`src/rtl/mem_arbiter.sv`:
```
// rtl/mem_arbiter.sv - two-port (fetch/data) arbiter onto one shared memory port
// Data wins by default; fetch is forced through after STARVE_LIMIT data wins.
module mem_arbiter #(
  parameter int DATA_WIDTH   = 32,
  parameter int ADDR_WIDTH   = 32,
  parameter int STARVE_LIMIT = 4
) (
  input  logic                    clk,
  input  logic                    rst_n,
  input  logic                    i_req_i,
  input  logic [ADDR_WIDTH-1:0]   i_addr_i,
  output logic                    i_gnt_o,
  output logic                    i_rvalid_o,
  output logic [DATA_WIDTH-1:0]   i_rdata_o,
  input  logic                    d_req_i,
  input  logic                    d_we_i,
  input  logic [DATA_WIDTH/8-1:0] d_be_i,
  input  logic [ADDR_WIDTH-1:0]   d_addr_i,
  input  logic [DATA_WIDTH-1:0]   d_wdata_i,
  output logic                    d_gnt_o,
  output logic                    d_rvalid_o,
  output logic [DATA_WIDTH-1:0]   d_rdata_o,
  output logic                    m_req_o,
  output logic                    m_we_o,
  output logic [DATA_WIDTH/8-1:0] m_be_o,
  output logic [ADDR_WIDTH-1:0]   m_addr_o,
  output logic [DATA_WIDTH-1:0]   m_wdata_o,
  input  logic                    m_gnt_i,
  input  logic                    m_rvalid_i,
  input  logic [DATA_WIDTH-1:0]   m_rdata_i,
  output logic                    busy_o
);
  localparam int BE_W = DATA_WIDTH / 8;
  localparam logic [1:0] ST_IDLE = 2'd0;
  localparam logic [1:0] ST_REQ  = 2'd1;
  localparam logic [1:0] ST_WAIT = 2'd2;
  localparam logic OWN_I = 1'b0;
  localparam logic OWN_D = 1'b1;
  localparam logic [3:0] STARVE_MAX = 4'(STARVE_LIMIT);

  logic [1:0]            state_q, state_d;
  logic                  owner_q, owner_d;
  logic [3:0]            starve_q, starve_d;
  logic                  m_we_q, m_we_d;
  logic [BE_W-1:0]       m_be_q, m_be_d;
  logic [ADDR_WIDTH-1:0] m_addr_q, m_addr_d;
  logic [DATA_WIDTH-1:0] m_wdata_q, m_wdata_d;
  logic                  i_wins;
  logic                  hs_gnt;
  logic                  hs_rvalid;

  assign i_wins = i_req_i && (!d_req_i || (starve_q == STARVE_MAX));

  always_comb begin
    state_d   = state_q;
    owner_d   = owner_q;
    starve_d  = starve_q;
    m_we_d    = m_we_q;
    m_be_d    = m_be_q;
    m_addr_d  = m_addr_q;
    m_wdata_d = m_wdata_q;
    case (state_q)
      ST_IDLE: begin
        if (i_req_i || d_req_i) begin
          state_d = ST_REQ;
          if (i_wins) begin
            owner_d   = OWN_I;
            starve_d  = 4'd0;
            m_we_d    = 1'b0;
            m_be_d    = '1;
            m_addr_d  = i_addr_i;
            m_wdata_d = '0;
          end else begin
            owner_d   = OWN_D;
            m_we_d    = d_we_i;
            m_be_d    = d_be_i;
            m_addr_d  = d_addr_i;
            m_wdata_d = d_wdata_i;
            if (i_req_i && (starve_q < STARVE_MAX)) begin
              starve_d = starve_q + 4'd1;
            end
          end
        end
      end
      // a same-cycle rvalid alongside the grant completes the transaction at once
      ST_REQ: begin
        if (m_gnt_i) begin
          state_d = m_rvalid_i ? ST_IDLE : ST_WAIT;
        end
      end
      ST_WAIT: begin
        if (m_rvalid_i) begin
          state_d = ST_IDLE;
        end
      end
      default: state_d = ST_IDLE;
    endcase
  end

  always_ff @(posedge clk) begin
    if (!rst_n) begin
      state_q   <= ST_IDLE;
      owner_q   <= OWN_I;
      starve_q  <= 4'd0;
      m_we_q    <= 1'b0;
      m_be_q    <= '0;
      m_addr_q  <= '0;
      m_wdata_q <= '0;
    end else begin
      state_q   <= state_d;
      owner_q   <= owner_d;
      starve_q  <= starve_d;
      m_we_q    <= m_we_d;
      m_be_q    <= m_be_d;
      m_addr_q  <= m_addr_d;
      m_wdata_q <= m_wdata_d;
    end
  end

  assign hs_gnt    = (state_q == ST_REQ) && m_gnt_i;
  assign hs_rvalid = (hs_gnt && m_rvalid_i) || ((state_q == ST_WAIT) && m_rvalid_i);

  assign i_gnt_o    = hs_gnt && (owner_q == OWN_I);
  assign d_gnt_o    = hs_gnt && (owner_q == OWN_D);
  assign i_rvalid_o = hs_rvalid && (owner_q == OWN_I);
  assign d_rvalid_o = hs_rvalid && (owner_q == OWN_D);
  assign i_rdata_o  = m_rdata_i;
  assign d_rdata_o  = m_rdata_i;

  assign m_req_o   = (state_q == ST_REQ);
  assign m_we_o    = m_we_q;
  assign m_be_o    = m_be_q;
  assign m_addr_o  = m_addr_q;
  assign m_wdata_o = m_wdata_q;
  assign busy_o    = (state_q != ST_IDLE);
endmodule
```
`config.mk`:
```
export PLATFORM = sky130hd
export DESIGN_NAME = mem_arbiter
export DESIGN_NICKNAME = d
export VERILOG_FILES = /design/src/rtl/mem_arbiter.sv
export SDC_FILE = /design/constraint.sdc
export NUM_CORES = 1
export LEC_CHECK = 0
export CORE_AREA = 3 3 107 109
export CTS_BUF_LIST = sky130_fd_sc_hd__clkbuf_4 sky130_fd_sc_hd__clkbuf_8 sky130_fd_sc_hd__clkbuf_16
export DETAILED_ROUTE_END_ITERATION = 8
export DIE_AREA = 0 0 110 112
export PLACE_DENSITY = 0.81
export SLEW_MARGIN = 0
export SYNTH_ARGS = -nofsm -noshare
export SYNTH_HDL_FRONTEND = slang
export SYNTH_SLANG_ARGS = --single-unit
```
`constraint.sdc`:
```
create_clock -name clk -period 3.7 [get_ports clk]
set_input_delay 0.74 -clock clk [delete_from_list [all_inputs] [get_ports clk]]
set_output_delay 0.74 -clock clk [all_outputs]
set_load 0.05 [all_outputs]
```
; Word-level counts from Yosys, hierarchy flattened
; Index checks and enable logic that the tools add are counted.
[classes]
n_lt_le_gt_ge = 1
eq_ne = 6
addsub = 1
mux = 12
bitwise = 1
n_reduce_logical = 19
[ops]
columns = op, n
row1 = 32-bit 2-to-1 mux, 2
row2 = 4-bit 2-to-1 mux, 3
row3 = 1-bit logical AND, 9
row4 = 2-bit 2-to-1 mux, 4
row5 = 2-bit one-hot mux with 3 select lines, 1
row6 = 3-bit AND reduction, 2
row7 = 4-bit by 1-bit adder with 4-bit output (second input constant), 1
row8 = 4-bit by 3-bit == test with 1-bit output (second input constant), 1
row9 = 4-bit by 3-bit less-than comparator with 1-bit output (second input constant), 1
row10 = 2-bit != test (second input constant), 2
row11 = 2-bit nonzero test, 2
row12 = 1-bit logical OR, 3
row13 = 2-bit by 1-bit == test with 1-bit output (second input constant), 1
row14 = 2-bit == test (second input constant), 1
row15 = 2-bit logical NOT, 1
row16 = 1-bit 2-to-1 mux, 2
row17 = 2-bit by 1-bit != test with 1-bit output (second input constant), 1
row18 = 2-bit AND reduction, 1
row19 = 1-bit logical NOT, 1
row20 = 1-bit inverter, 1
[totals]
in_bits = 139
regBits = 76
output_inout_bits = 139
wordCells = 47

; Longest topological paths before layout
[depth]
ltp_word = 5
mapped_depth = 8

; Worst setup path after synthesis
; Ideal clock, no wire load.
[synth_path]
path_kind = reg-to-output
start = register state_q[0]
end = output port d_gnt_o
stages_incl_launch_ff = 3
slack_ns = 1.220
arrival_ns = 1.740
path_cell_list = dfxtp_1 > nor2b_1 > and3_1
[synth_between]
elab_chain_len = 3
[synth_lines]
columns = element, line
row1 = start: declaration, 41  ; logic [1:0] state_q, state_d;
row2 = start signal: assignment, 110  ; state_q <= state_d;
row3 = 2-bit by 1-bit == test with 1-bit output, --
row4 = named net m_req_o, 23  ; output logic m_req_o,
row5 = 1-bit logical AND, 120  ; assign hs_gnt = (state_q == ST_REQ) && m_gnt_i;
row6 = 1-bit logical AND, 124  ; assign d_gnt_o = hs_gnt && (owner_q == OWN_D);
row7 = end: declaration, 20  ; output logic d_gnt_o,
; The timed path passes the listed nets, and every way through them passes these cells.

; Worst setup path in the final report
[layout_path]
start = input port m_gnt_i
end = output port d_rvalid_o
[layout_between]
elab_chain_len = 4
[layout_lines]
columns = element, line
row1 = start: declaration, 28  ; input logic m_gnt_i,
row2 = 1-bit logical AND, 120
row3 = 1-bit logical AND, 121  ; assign hs_rvalid = (hs_gnt && m_rvalid_i) || ((state_q == ST_WAIT) && m_rvalid_i);
row4 = 1-bit logical OR, 121
row5 = 1-bit logical AND, 126  ; assign d_rvalid_o = hs_rvalid && (owner_q == OWN_D);
row6 = end: declaration, 21  ; output logic d_rvalid_o,
; Every way passes these cells.

==> run metrics <==
CP Capture Type output pin; Clock Skews 0.008398 ns; cells after synthesis between 400 and 500; Comb power frac 0.337; Max Fanout on Critical Path 3; initial cell density of the core 0.3412; sw frac 0.3521; Max Transition Viols Final 0; ANT cells 0; CTS Hold Buffers Added 0; die area 12320 µm²; PD cells 429.3 nW/µm²; Clock Latency Late Sink ~0.33 ns; register share of total power 0.419; CTS tree built; final worst path period share 0.8772; vias in the first global route 3521; via count between 3000 and 4000; DRT iter0 DRCs 196; initial antenna violation count 0; gr usage total 0.1842; Arr. time, crit path around 2.5 ns; Startpoint Class input port; commonest non-fill, non-tap cell in the layout clkdlybuf4s50_1; share of the synthesized area in the top cell type 0.4169; Net Count, Synth 596; Simple-Gate Fraction of Synth Area 0.1563; Pwr Total 2.225 mW; root buffer cell clkbuf_8; grt ovf 0; most frequent cells in the layout clkdlybuf4s50_1, dfxtp_1, nand2_1, a21oi_1, o21ai_0; Fin. Hold Viols 0; Critical Path RT 2.96 ns; Static Leak 1.968 nW; Sw Pwr a little under 800 µW; setup TNS 0 ns; run status completed; RSZ-0062 raised after global routing no; minimum clock period after layout 3.246 ns; Buffers on Ports between 150 and 200; design internal power 1.442 mW; DRC Markers 0; Synth Area in Adders 0.006856; maximum vdd drop 0.0001941 V; Worst-path clk slew 0.07 ns; Compound-Gate Fraction of Synth Area 0.2266; Synth area leaders dfxtp_1, buf_4, a21oi_1; first-pass GRT wire length 17820 µm; mean cell area of the mapped netlist 8.021 µm²; post-DP HPWL 8224 µm; relative slew slack 0.2405; Hold Crit Class flip-flop to flip-flop; Slew @ Worst Pin between 1 and 1.5 ns; gpl congestion 0.7417; largest family of logic cells by synthesized area compound AO/OA/AOI/OAI gates; CTS Buf Count 9; core area 10700 µm²; Highest Clock Rate 0.3081 GHz; clock power share 0.244; CTS Sinks 76; mean number of vias per cell 4.898; number of H-tree levels 3; post-CTS setup buffers 0; share of layout cells above drive strength 1 0.04480; Resized Gates After CTS 0; Row Count 38; largest area contributor in the netlist dfxtp_1; xor/xnor share of the synthesized area 0; Layout Nets roughly 700; Die Y 112 µm; Synth cell types 28; post-route ant nets 0; wire per inst 16.43 µm; mapped cell area about 3600 µm²; post-synthesis mux area share 0.002743; sequential share of the synthesized area 0.4169; largest net degree at the start of global routing 80; DRT Pass-1 Iters 4; Synth-to-Final Area Change 42.00%; total routed wirelength 11470 µm; #FFs+latches synth 76; Max Cap Viol 0; CTS Buffer Depth 2; # setup viols final 0; io pins 278; Syn. warnings 0; CP Class input port to output pin; chip width 110 µm
## logic make-up (layout without fill, tap and decap cells)
kind of cell | count (synthesis) | in the layout
AO/OA/AOI/OAI | 144 | 144
AND/OR/NAND/NOR | 129 | 129
buffers and inverters | 103 | 206
flip-flops | 76 | 76
adder cells (fa/ha/maj) | 2 | 2
multiplexers | 1 | 1
## cell usage after synthesis, drive strengths merged
library cell  instances
nor2                  8
clkbuf               13
o22ai                 2
buf                  85
ha                    2
mux2i                 1
and3b                 2
o211a                 1
o21ai                40
nor2b                 3
nand3b                1
nor3                  4
nand4                 1
a21boi               33
nand2                73
a31oi                 1
nand3                34
inv                   5
a21oi                64
and3                  3
o21a                  3
dfxtp                76
## area by class of cell
class / instances / area (µm²)
Clock buffer: 12 / 146.4
Sequential cell: 76 / 1521
Timing Repair Buffer: 186 / 1857
Tap cell: 140 / 175.2
Inverter: 5 / 18.77
Clock inverter: 3 / 15.01
Fill cell: 1006 / 5515
Multi-Input combinational cell: 276 / 1449
## metal layers
layer	routed length [µm]	global-route usage	vias to the layer above
li1	-	-	1665
met1	4304	0.2009	1585
met2	5949	0.3256	147
met3	979	0.06029	22
met4	235	0.06899	0
met5	0	0	-
## final timing paths
check	slack [ns]	depth (start not counted)	to	from
hold / removal	0.45	2	m_wdata_o[15]	m_wdata_o[15]
hold reg to reg	0.45	2	m_wdata_o[15]	m_wdata_o[15]
setup / recovery	0.45	5	d_rvalid_o	m_gnt_i
setup reg to reg	1.77	5	m_addr_o[6]	state_q[1]
## state kept, by name, indices dropped and copies added (netlist names)
register and cells:
m_we_o 1, starve_q 4, m_addr_o 32, m_be_o 4, m_wdata_o 32, owner_q 1, state_q 2
## critical path, stage by stage
cell and delay [ns]:
clkdlybuf4s50_1 0.50, nand3b_1 0.10, o21ai_0 0.15, and3_1 0.21, clkdlybuf4s50_1 0.80
## through the flow
step / utilization / instance area [µm²] / worst slack [ns] / cells / hold slack [ns]
5_1_grt: 0.4844 / 5182 / 0.3537 / 698 / 0.4869
3_3_place_gp: 0.4694 / 5021 / 0.5210 / 683 / 0.4411
2_1_floorplan: - / 3650 / 1.220 / 455 / 0.4311
3_5_place_dp: 0.4694 / 5021 / 0.4467 / 683 / 0.4480
4_1_cts: 0.4844 / 5182 / 0.4444 / 698 / 0.4580
6_report: 0.4844 / 5182 / 0.4544 / 698 / 0.4522
## power groups by stage
stage | Clock [mW] | Sequential [mW] | Combinational (mW)
floorplan | 0 | 1.19 | 0.392
global placement | 0 | 0.946 | 0.742
detailed placement | 0 | 0.949 | 0.752
CTS | 0.573 | 0.931 | 0.756
global route | 0.610 | 0.939 | 0.800
finish | 0.544 | 0.931 | 0.750
Power figures use the tool's default switching activity.
==> RTL change 1: new RTL, config.mk and constraints unchanged <==
`ADDR_WIDTH`: 32 -> 24.
--- a/src/rtl/mem_arbiter.sv
+++ b/src/rtl/mem_arbiter.sv
@@ -4,3 +4,3 @@
   parameter int DATA_WIDTH   = 32,
-  parameter int ADDR_WIDTH   = 32,
+  parameter int ADDR_WIDTH   = 24,
   parameter int STARVE_LIMIT = 4
Ports: changed (resized d_addr_i, i_addr_i and m_addr_o); port bits go from 278 to 254. No check against the original RTL was run, so the function may have changed too.
==> RTL change 1 against the original RTL <==
Sequential cell count down 8; wire length decreased by 12%; critical path depth up 1; register-to-register slack lost 0.24 ns; global-route usage fell by 2.5 points; via count decreased by 10%; cell area down 10%; power decreased by 6.1%; synthesized area down 9.5%; worst setup slack lost 0.065 ns; critical path type unchanged.
==> RTL change 1: results (changes against the original RTL) <==
| Metric | Value |
|---|---|
| Final weighted congestion in routability-driven placement | 0.775 (was 0.742) |
| Area after detailed placement | 4470 sq um (was 5020 sq um) |
| Post-synthesis sequential area ratio | 41.2% (was 41.7%) |
| Slew of the pin with the lowest slew margin | 1.06 ns (was 1.14 ns) |
| FF-to-FF setup slack | 1.53 ns (was 1.77 ns) |
| Crit path to | i_rvalid_o (was d_rvalid_o) |
| Share of cell area taken by muxes after synthesis | 0.303% (was 0.274%) |
| Slowest stage delay, CP | 0.83 ns (was 0.80 ns) |
| Via count of the first global-routing pass | 3003 (was 3521) |
| Worst slack at placement | 0.432 ns (was 0.447 ns) |
| Start of the worst register-to-register path | starve_q[0] (was state_q[1]) |
| Post-synthesis compound-gate area fraction | 21.4% (was 22.7%) |
| Run status | complete, no violations (unchanged) |
| Post-Synth Adder-Cell Area | 0.757% (was 0.686%) |
| Combinational cell power | 0.000656 W (was 0.000750 W) |
| # nets final | 616 (was 695) |
| Leading post-synthesis cells by cell area | sky130_fd_sc_hd__dfxtp_1 (41%), sky130_fd_sc_hd__buf_4 (16%), sky130_fd_sc_hd__nand2_1 (7.4%), sky130_fd_sc_hd__a21oi_1 (7.3%), sky130_fd_sc_hd__a21boi_1 (6.1%) (was sky130_fd_sc_hd__dfxtp_1 (42%), sky130_fd_sc_hd__buf_4 (15%), sky130_fd_sc_hd__a21oi_1 (8.8%), sky130_fd_sc_hd__nand2_1 (7.5%), sky130_fd_sc_hd__a21boi_0 (5.3%)) |
| HPWL after detailed placement | 7.28 mm (was 8.22 mm) |
| Crit path arrival time | 2.57 ns (was 2.51 ns) |
| Post-route worst hold slack | 0.461 ns (was 0.452 ns) |
| Pin count of the biggest net entering global routing | 72 (was 80) |
| Number of fillers in the final layout | 1061 (was 1006) |
| Post-synthesis average cell area | 8.04 sq um (was 8.02 sq um) |
| Total global routing track utilization | 16.0% (was 18.4%) |
| Wire length reported by the detailed router | 10.1 mm (was 11.5 mm) |
| Fmax | 302 MHz (was 308 MHz) |
| First-pass GRT wire length | 15.2 mm (was 17.8 mm) |
| WL met2 | 5.09 mm (was 5.95 mm) |
| Met3 track utilization from global routing | 4.41% (was 6.03%) |
| Routed length on met1 | 3.88 mm (was 4.30 mm) |
| Cell leakage power | 1.77 nW (was 1.97 nW) |
| Number of DRC violations after detailed-routing iteration 0 | 135 (was 196) |
| Total instance count after detailed placement | 620 (was 683) |
| Count of vias placed by the detailed router | 3070 (was 3419) |
-- RTL change 1: cell types whose count changed after synthesis --
cell                       unedited run  this run
sky130_fd_sc_hd__dfxtp_1             76        68
sky130_fd_sc_hd__a21boi_0            26         6
sky130_fd_sc_hd__buf_1                2         1
sky130_fd_sc_hd__nor2_2               0         1
sky130_fd_sc_hd__buf_6                4         3
sky130_fd_sc_hd__nand2_1             73        65
sky130_fd_sc_hd__a21oi_1             64        48
sky130_fd_sc_hd__nor2_4               1         0
sky130_fd_sc_hd__a21boi_1             7        27
sky130_fd_sc_hd__o21ai_0             38        30
sky130_fd_sc_hd__buf_4               72        70
-- RTL change 1: area by class of cell --
cell class / instances / area [sq um] / area share (%)
inverter: 5 / 18.8 / 0.402
tap: 140 / 175 / 3.76
clock inverter: 5 / 52.6 / 1.13
timing repair buffer: 163 / 1620 / 34.8
sequential: 68 / 1360 / 29.2
clock buffer: 11 / 139 / 2.98
multi-input combinational: 244 / 1290 / 27.7
==> RTL change 2: new RTL, same flow settings <==
Made on the original files. Make the reset (`rst_n`) asynchronous in one clocked block.
--- a/src/rtl/mem_arbiter.sv
+++ b/src/rtl/mem_arbiter.sv
@@ -99,3 +99,3 @@
 
-  always_ff @(posedge clk) begin
+  always_ff @(posedge clk or negedge rst_n) begin
     if (!rst_n) begin
Check against the original RTL: differs if rst_n is asserted again (counterexample within 4 cycles, from zero or initial values and one cycle with rst_n low); with rst_n held inactive, the same outputs for 10 cycles.
==> RTL change 2 against the original RTL <==
Wire length fell by 11%; core utilization up 2.6 points; non-clock buffer count fell by 1; critical endpoint unchanged; synthesized area increased by 3.9%; sequential cell count stayed put; cell area up 5.4%; worst setup slack gained 0.034 ns; fmax up 1.1%.
Power is not compared: it rests on default switching activity, and its combinational part moved more than twofold at a synthesized area within 25%.
==> RTL change 2: results (changes against the original RTL) <==
| Metric | Value |
|---|---|
| Post-synthesis sequential area ratio | 50.1% (was 41.7%) |
| Total global routing track utilization | 16.6% (was 18.4%) |
| FF-to-FF setup slack | 1.60 ns (was 1.77 ns) |
| GRT met1 Usage | 18.3% (was 20.1%) |
| Share of post-route cells with drive strength above 1 | 5.06% (was 4.48%) |
| Run status | complete, no violations (unchanged) |
| Initial DRT Pass Iterations | 6 (was 4) |
| Slew of the pin with the lowest slew margin | 0.954 ns (was 1.14 ns) |
| Post-Synth Adder-Cell Area | 0.660% (was 0.686%) |
| First-pass GRT wire length | 16.3 mm (was 17.8 mm) |
| Final weighted congestion in routability-driven placement | 0.765 (was 0.742) |
| Net count of the mapped netlist | 583 (was 596) |
| Yosys cell types | 25 (was 28) |
| Worst slack at placement | 0.502 ns (was 0.447 ns) |
| Share of cell area taken by muxes after synthesis | 0.858% (was 0.274%) |
| Clock tree skew after final layout | 0.00762 ns (was 0.00840 ns) |
| Post-route worst hold slack | 0.467 ns (was 0.452 ns) |
| Met3 track utilization from global routing | 7.07% (was 6.03%) |
| Fraction of synthesis flops using an asynchronous set or reset pin | 100% (was 0%) |
| Pin count of the biggest net entering global routing | 77 (was 80) |
| Most instantiated flip-flop cell in the synthesis netlist | sky130_fd_sc_hd__dfrtp_1 (was sky130_fd_sc_hd__dfxtp_1) |
| Post-synthesis compound-gate area fraction | 10.4% (was 22.7%) |
| Crit path arrival time | 2.47 ns (was 2.51 ns) |
| Leading post-synthesis cells by cell area | sky130_fd_sc_hd__dfrtp_1 (50%), sky130_fd_sc_hd__buf_4 (14%), sky130_fd_sc_hd__nand2_1 (11%), sky130_fd_sc_hd__a21oi_1 (8.4%), sky130_fd_sc_hd__nand3_1 (4.5%) (was sky130_fd_sc_hd__dfxtp_1 (42%), sky130_fd_sc_hd__buf_4 (15%), sky130_fd_sc_hd__a21oi_1 (8.8%), sky130_fd_sc_hd__nand2_1 (7.5%), sky130_fd_sc_hd__a21boi_0 (5.3%)) |
| Synth top cells by count | sky130_fd_sc_hd__nand2_1 (110), sky130_fd_sc_hd__dfrtp_1 (76), sky130_fd_sc_hd__buf_4 (70) (was sky130_fd_sc_hd__dfxtp_1 (76), sky130_fd_sc_hd__nand2_1 (73), sky130_fd_sc_hd__buf_4 (72)) |
| Minimum clock period | 3.21 ns (was 3.25 ns) |
==> RTL change 2: routing by layer <==
| layer | routed length [um] | up-vias | share of wire (%) |
|---|---|---|---|
| met4 | 168 | 0 | 1.6 |
| met1 | 3890 | 1518 | 38 |
| met2 | 5020 | 156 | 49 |
| met3 | 1160 | 21 | 11 |
| met5 | 0 | - | 0 |
| li1 | - | 1572 | - |
==> RTL change 2: power breakdown <==
part / switching [W] / internal [W] / total (W) / leakage [nW]
combinational: 0.00210 / 0.00103 / 0.00313 / 1.44
clock: 0.000305 / 0.000387 / 0.000692 / 0.106
sequential: 0.000222 / 0.00122 / 0.00144 / 0.910
==> RTL change 2: stage by stage <==
stage,utilization [%],power [W],std cells,area (sq um)
2_1_floorplan,-,0.00366,442,3790
3_3_place_gp,49.0,0.00456,677,5240
3_5_place_dp,49.0,0.00462,677,5240
4_1_cts,51.0,0.00534,693,5460
5_1_grt,51.0,0.00558,693,5460
6_report,51.0,0.00526,693,5460
==> RTL change 2: layout make-up <==
| type | instances | share of cell area (%) |
|---|---|---|
| Sequential cell | 76 | 34.8 |
| Multi-Input combinational cell | 269 | 22.8 |
| Tap cell | 140 | 3.21 |
| Timing Repair Buffer | 185 | 34.6 |
| Clock buffer | 10 | 2.41 |
| Clock inverter | 6 | 1.63 |
| Inverter | 7 | 0.481 |
==> RTL change 2: final timing paths <==
kind / start / endpoint / cells past startpoint
setup / recovery: m_gnt_i / d_rvalid_o / 5
hold / removal: m_wdata_o[13] / m_wdata_o[13] / 2
setup reg to reg: starve_q[0] / m_addr_o[25] / 7
hold reg to reg: m_wdata_o[13] / m_wdata_o[13] / 2
max in group asynchronous: rst_n / m_be_o[3] / 1
min in group asynchronous: rst_n / m_addr_o[12] / 1
